<file path="src/rtl/romulus_lfsr_ctr.sv">
// Galois-LFSR block counter for the Romulus tweakey path, with multi-step requests and a usage-limit guard.
// Latency: n+1 cycles from request acceptance to done_o; zero-step and rejected requests answer in 1 cycle.
// Backpressure: ready_o low while stepping; step_i is ignored (not queued) while busy or while init_i is high.
module romulus_lfsr_ctr #(
    parameter int unsigned    W     = 56,
    parameter logic [W-1:0]   POLY  = 'h95,
    parameter logic [W-1:0]   INIT  = 'h1,
    parameter int unsigned    SW    = 4,
    parameter int unsigned    CW    = 16,
    parameter int unsigned    LIMIT = (2 ** CW) - 1
) (
    input  logic          clk,
    input  logic          rst_n,
    input  logic          init_i,
    input  logic          step_i,
    input  logic [SW-1:0] nstep_i,
    output logic          ready_o,
    output logic          done_o,
    output logic          err_o,
    output logic [W-1:0]  state_o,
    output logic [CW-1:0] cnt_o
);

    typedef enum logic {
        IDLE = 1'b0,
        RUN  = 1'b1
    } fsm_t;

    localparam logic [CW:0] LIMIT_C = (CW+1)'(LIMIT);

    fsm_t          fsm_q, fsm_d;
    logic [SW-1:0] rem_q, rem_d;
    logic [W-1:0]  lfsr_q, lfsr_d;
    logic [CW-1:0] cnt_q, cnt_d;
    logic          done_q, done_d;
    logic          err_q, err_d;

    logic [W-1:0]  lfsr_next;
    logic [CW:0]   cnt_sum;
    logic          over_limit;

    // One Galois advance: shift left, fold the feedback mask in when the MSB falls out.
    assign lfsr_next  = {lfsr_q[W-2:0], 1'b0} ^ (lfsr_q[W-1] ? POLY : '0);

    // Guard sum carries one extra bit so the count can never wrap past LIMIT.
    assign cnt_sum    = {1'b0, cnt_q} + (CW+1)'(nstep_i);
    assign over_limit = (cnt_sum > LIMIT_C);

    // State registers; reset puts the seed back and returns to idle.
    always_ff @(posedge clk or negedge rst_n) begin
        if (!rst_n) begin
            fsm_q  <= IDLE;
            rem_q  <= '0;
            lfsr_q <= INIT;
            cnt_q  <= '0;
            done_q <= 1'b0;
            err_q  <= 1'b0;
        end else begin
            fsm_q  <= fsm_d;
            rem_q  <= rem_d;
            lfsr_q <= lfsr_d;
            cnt_q  <= cnt_d;
            done_q <= done_d;
            err_q  <= err_d;
        end
    end

    // Next-state: init dominates, idle decides accept/reject/trivial, run applies one advance per cycle.
    always_comb begin
        fsm_d  = fsm_q;
        rem_d  = rem_q;
        lfsr_d = lfsr_q;
        cnt_d  = cnt_q;
        done_d = 1'b0;
        err_d  = 1'b0;
        if (init_i) begin
            fsm_d  = IDLE;
            rem_d  = '0;
            lfsr_d = INIT;
            cnt_d  = '0;
        end else begin
            case (fsm_q)
                IDLE: begin
                    if (step_i) begin
                        if (over_limit) begin
                            err_d = 1'b1;
                        end else if (nstep_i == '0) begin
                            done_d = 1'b1;
                        end else begin
                            rem_d = nstep_i;
                            fsm_d = RUN;
                        end
                    end
                end
                RUN: begin
                    lfsr_d = lfsr_next;
                    cnt_d  = cnt_q + CW'(1);
                    rem_d  = rem_q - SW'(1);
                    if (rem_q == SW'(1)) begin
                        fsm_d  = IDLE;
                        done_d = 1'b1;
                    end
                end
                default: begin
                    fsm_d = IDLE;
                end
            endcase
        end
    end

    assign ready_o = (fsm_q == IDLE);
    assign done_o  = done_q;
    assign err_o   = err_q;
    assign state_o = lfsr_q;
    assign cnt_o   = cnt_q;

endmodule
</file>
<file path="config.mk">
export PLATFORM = sky130hd
export DESIGN_NAME = romulus_lfsr_ctr
export DESIGN_NICKNAME = d
export VERILOG_FILES = /design/src/rtl/romulus_lfsr_ctr.sv
export SDC_FILE = /design/constraint.sdc
export NUM_CORES = 1
export LEC_CHECK = 0
export ABC_AREA = 1
export BUFFER_PORTS_ARGS = -buffer_cell sky130_fd_sc_hd__buf_2
export CAP_MARGIN = 40
export CORE_MARGIN = 2
export CORE_UTILIZATION = 45
export DETAILED_ROUTE_END_ITERATION = 6
export GPL_TIMING_DRIVEN = 0
export PLACE_DENSITY_LB_ADDON = 0.15
export SLEW_MARGIN = 20
export SYNTH_ARGS = -nofsm -noshare
export SYNTH_HDL_FRONTEND = slang
export SYNTH_SLANG_ARGS = --single-unit
</file>
<file path="constraint.sdc">
create_clock -name clk -period 1.7 [get_ports clk]
set_input_delay 0.34 -clock clk [delete_from_list [all_inputs] [get_ports clk]]
set_output_delay 0.34 -clock clk [all_outputs]
set_load 0.1 [all_outputs]
</file>
# Yosys cells after proc, flatten, opt, wreduce, memory -nomap -nowiden
# Index checks and enable logic that the tools add are counted.
[op_classes]
n_lt_le_gt_ge = 1
n_mux = 26
addsub = 3
bitwise_logic = 2
reduce_logical = 3
n_eq_ne = 4
[ops]
columns = ["operator", "count"]
rows = [
  ["$mux 56", 2],
  ["$xor 56x8->56", 1],
  ["$mux 16", 2],
  ["$add 16x4->17", 1],
  ["$gt 17x16->1 const B", 1],
  ["$add 16x1->16 const B", 1],
  ["$mux 4", 4],
  ["$mux 1", 14],
  ["$ne 3x3->1 const B", 3],
  ["$mux 8", 1],
  ["$pmux 4 s2", 1],
  ["$eq 4x1->1 const B", 1],
  ["$logic_not 4->1", 1],
  ["$pmux 1 s2", 2],
  ["$sub 4x1->4 const B", 1],
  ["$reduce_and 3->1", 1],
  ["$reduce_bool 2->1", 1],
  ["$not 1->1", 1],
]
[word_totals]
reg_bits = 79
wordCells = 45
inputBits = 8
output_inout_bits = 75

# Depth between registers and ports, before layout
[depth]
ltp_word = 6
depth_mapped = 11
depth_no_buf = 10

# Least setup slack after synthesis
# OpenSTA, ideal clock, no wires.
[synth_timing]
path_kind = "flip-flop to flip-flop"
from = "register cnt_q[0] (netlist: cnt_o[0])"
to = "register rem_q[3]"
arrival_ns = 2.227
period_less_slack_ns = 2.291
setup_slack_ns = -0.591
required_ns = 1.635
stages_incl_launch_ff = 11
path_buffers = 0
setup_ns = 0.065
cell_sequence = "dfrtp_1 -> ha_1 -> inv_1 -> fa_1 -> nor2_1 -> nor2_1 -> nor2_1 -> nand3_1 -> nand3_2 -> nand2_1 -> nand2_1"
[synth_between]
elab_chain_len = 4
[synth_lines]
columns = ["item", "line", "source"]
rows = [
  ["start, declared", "34", "logic [CW-1:0] cnt_q, cnt_d;"],
  ["start signal, assigned", "62", "cnt_q <= cnt_d;"],
  ["$add 16x4->17", "46", "assign cnt_sum = {1'b0, cnt_q} + (CW+1)'(nstep_i);"],
  ["$gt 17x16->1", "47", "assign over_limit = (cnt_sum > LIMIT_C);"],
  ["$ne 3x3->1 (no line)", "-", ""],
  ["$reduce_and 3->1 (no line)", "-", ""],
  ["end signal, assigned", "60", "rem_q <= rem_d;"],
  ["end, declared", "32", "logic [SW-1:0] rem_q, rem_d;"],
]
# Every way passes these cells.
# A chain may end at the register's enable or synchronous reset.

# Worst setup path after layout
[layout_timing]
from = "register cnt_q[0] (netlist: cnt_o[0])"
to = "register rem_q[0]"
# Same word-level chain as after synthesis.

==> flow_metrics.tcl <==
set metrics [dict create \
    status "completed" \
    rsz0062_at_grt "yes" \
    portBuffers 81 \
    grt_max_degree 44 \
    nets 498 \
    clk_transition_reported_paths_ns 0.08 \
    diodes 0 \
    drive_gt1_frac 0.307 \
    fillerInstances 741 \
    crit_path_end_kind "flop" \
    ir_drop_v 0.000425 \
    yosys-top-cells-count "78 x dfrtp_1, 78 x inv_1, 52 x nand2_1, 52 x o22ai_1, 30 x nor2_1" \
    maxSlewHeadroom 0.661 \
    dieWidth_um 93.0 \
    ys.flop_type "dfrtp_1" \
    avgSynthCellArea_um2 9.17 \
    ff_latch_area_um2 2000 \
    async_reset_ff_frac 1.00 \
    period_needed_ns 1.68 \
    worst_skew_pair.late_latency_ns 0.37 \
    rows 32 \
    power_mw 3.89 \
    drt-wirelength-per-cell_um 13.3 \
    cts_buffer_depth 2 \
    synth_edf_count 0 \
    hold_viol_final 0 \
    grt_pass1_vias 2740 \
    io_pins 83 \
    utilization 0.574 \
    syn_to_final_growth_pct 23.8 \
    arrival_ns 1.99 \
    finalSetupViolCount 0 \
    dieArea_um2 8650 \
    h-tree-depth 3 \
    cts_tree "yes" \
    start_util 0.464 \
    p_per_area_nw_per_um2 882 \
    slew_viol_final 0 \
    syn_nets 404 \
    dp_hpwl_um 5580 \
    antenna_found_initial 0 \
    die_h_um 93.0 \
    setup.worst_path.start_class "flop" \
    synth.area.top_cells "dfrtp_1 55%, o22ai_1 9.1%, inv_1 8.2%" \
    first_iter_violations 80 \
    leakage_nw 2.22 \
    yosysTopAreaCell "dfrtp_1" \
    cts.sink_count 79 \
    finalClockSkew_ns 0.0116 \
    final.period_utilization 0.991 \
    core-area_um2 7690 \
    setup.worst_path.class "reg2reg" \
    cts_root_buf "clkbuf_8" \
    grt_usage 0.190 \
    vias 2918 \
    gp_congestion 0.803 \
    fmax_mhz 594 \
    synth_cell_types 33 \
    syn_area_um2 3570 \
    holdWs_ns 0.193 \
    worst_pin_slew_ns 0.512 \
    cts_buffers 9 \
    avgViaCountPerCell 4.95 \
    min_path_type "in2reg" \
    ys_seq_area_frac 0.555 \
    crit_fanout 7 \
    multi_input_area_um2 1220 \
    ys_warn_count 0 \
    drcViolationCount 0 \
    cp.required_ns 2.00 \
    drv_cap 0 \
    antenna_left 0 \
    ys_ff_latch 79 \
    wl_um 7830 \
    first_pass_iters 4 \
    grt-ovfl-total 0 \
    grt_pass1_wl_um 12800 \
    synth_top_area_share 0.547 \
    syn_inst 389 \
]
## area by class of cell
class / count / share of cell area
multi-input combinational: 211 / 0.276
clock inverter: 6 / 0.0210
clock buffer: 10 / 0.0289
inverter: 83 / 0.0717
sequential: 79 / 0.454
tap: 102 / 0.0289
buffer: 16 / 0.0196
timing repair buffer: 83 / 0.0998
## layout by cell type, fill, tap and decap left out, types with 4 or more instances in the layout
| master | instances |
|---|---|
| ha_1 | 5 |
| a21oi_1 | 9 |
| dfrtp_2 | 11 |
| nand2_1 | 52 |
| inv_2 | 5 |
| clkbuf_8 | 9 |
| nor2_2 | 4 |
| nor2_1 | 27 |
| nand3_1 | 12 |
| inv_1 | 77 |
| dfrtp_1 | 64 |
| o21ai_0 | 14 |
| nand4_1 | 8 |
| buf_2 | 91 |
| o22ai_1 | 52 |
## stage by stage
stage	TNS [ns]	area [um2]	setup slack, ns	instances
6_report	0	4410	0.0158	590
5_1_grt	-0.511	4410	-0.125	590
4_1_cts	0	4400	0.0161	590
3_5_place_dp	-0.0714	4170	-0.0289	573
3_3_place_gp	-24.61	4140	-0.542	572
2_1_floorplan	-0.402	3610	-0.101	389
## metal layers
metal  GRT usage  part of all wire
met1       0.272              0.48
met2       0.280              0.45
met3      0.0395             0.044
met4      0.0833             0.020
met5           0                 0
## flip-flops by register name, summed over array words and instances, names as in the netlist
name and count:
cnt_o 16, done_o 1, err_o 1, fsm_q 1
rem_q 4, state_o 56
## report_power, final
| part | total [mW] | switching, mW | internal [mW] | leakage [nW] |
|---|---|---|---|---|
| Combinational | 0.388 | 0.293 | 0.0950 | 1.05 |
| Clock | 1.58 | 0.738 | 0.838 | 0.104 |
| Sequential | 1.93 | 0.0230 | 1.90 | 1.07 |
| Total | 3.89 | 1.05 | 2.84 | 2.22 |
## worst paths after layout
path                           from     endpoint  slack, ns  cells after the start
setup / recovery           cnt_o[0]     rem_q[0]       0.02                     10
hold / removal               init_i        fsm_q       0.19                      2
setup reg to reg           cnt_o[0]     rem_q[0]       0.02                     10
hold reg to reg            rem_q[1]     rem_q[1]       0.48                      2
max in group asynchronous     rst_n    cnt_o[14]       0.61                      3
min in group asynchronous     rst_n  state_o[41]       0.48                      2
## what timing repair did
action | 4_1_cts | 5_1_grt
setup endpoints to repair | 5 | 4
resized for setup | 2 | 2
pin swaps | 0 | 2
hold endpoints to repair | 35 | 0
hold buffers | 1 | 0
buffers inserted | 0 | 0
## cells by family after synthesis
kind of cell,Yosys count,share of synthesized area
AND/OR/NAND/NOR,120,0.162
flip-flops,79,0.555
AO/OA/AOI/OAI,81,0.136
buffers and inverters,99,0.113
adder cells (fa/ha/maj),7,0.0267
XOR/XNOR,3,0.00737
## worst max-delay path, cell delays in order (launching register included)
cell     delay [ns]
dfrtp_4        0.48
ha_4           0.14
inv_2          0.03
fa_2           0.32
nor2_2         0.12
nor2_2         0.07
nor2_2         0.09
nand3_2        0.13
nand3_4        0.11
nand2_1        0.06
nand2_1        0.06
(Power assumes the default switching activity.)
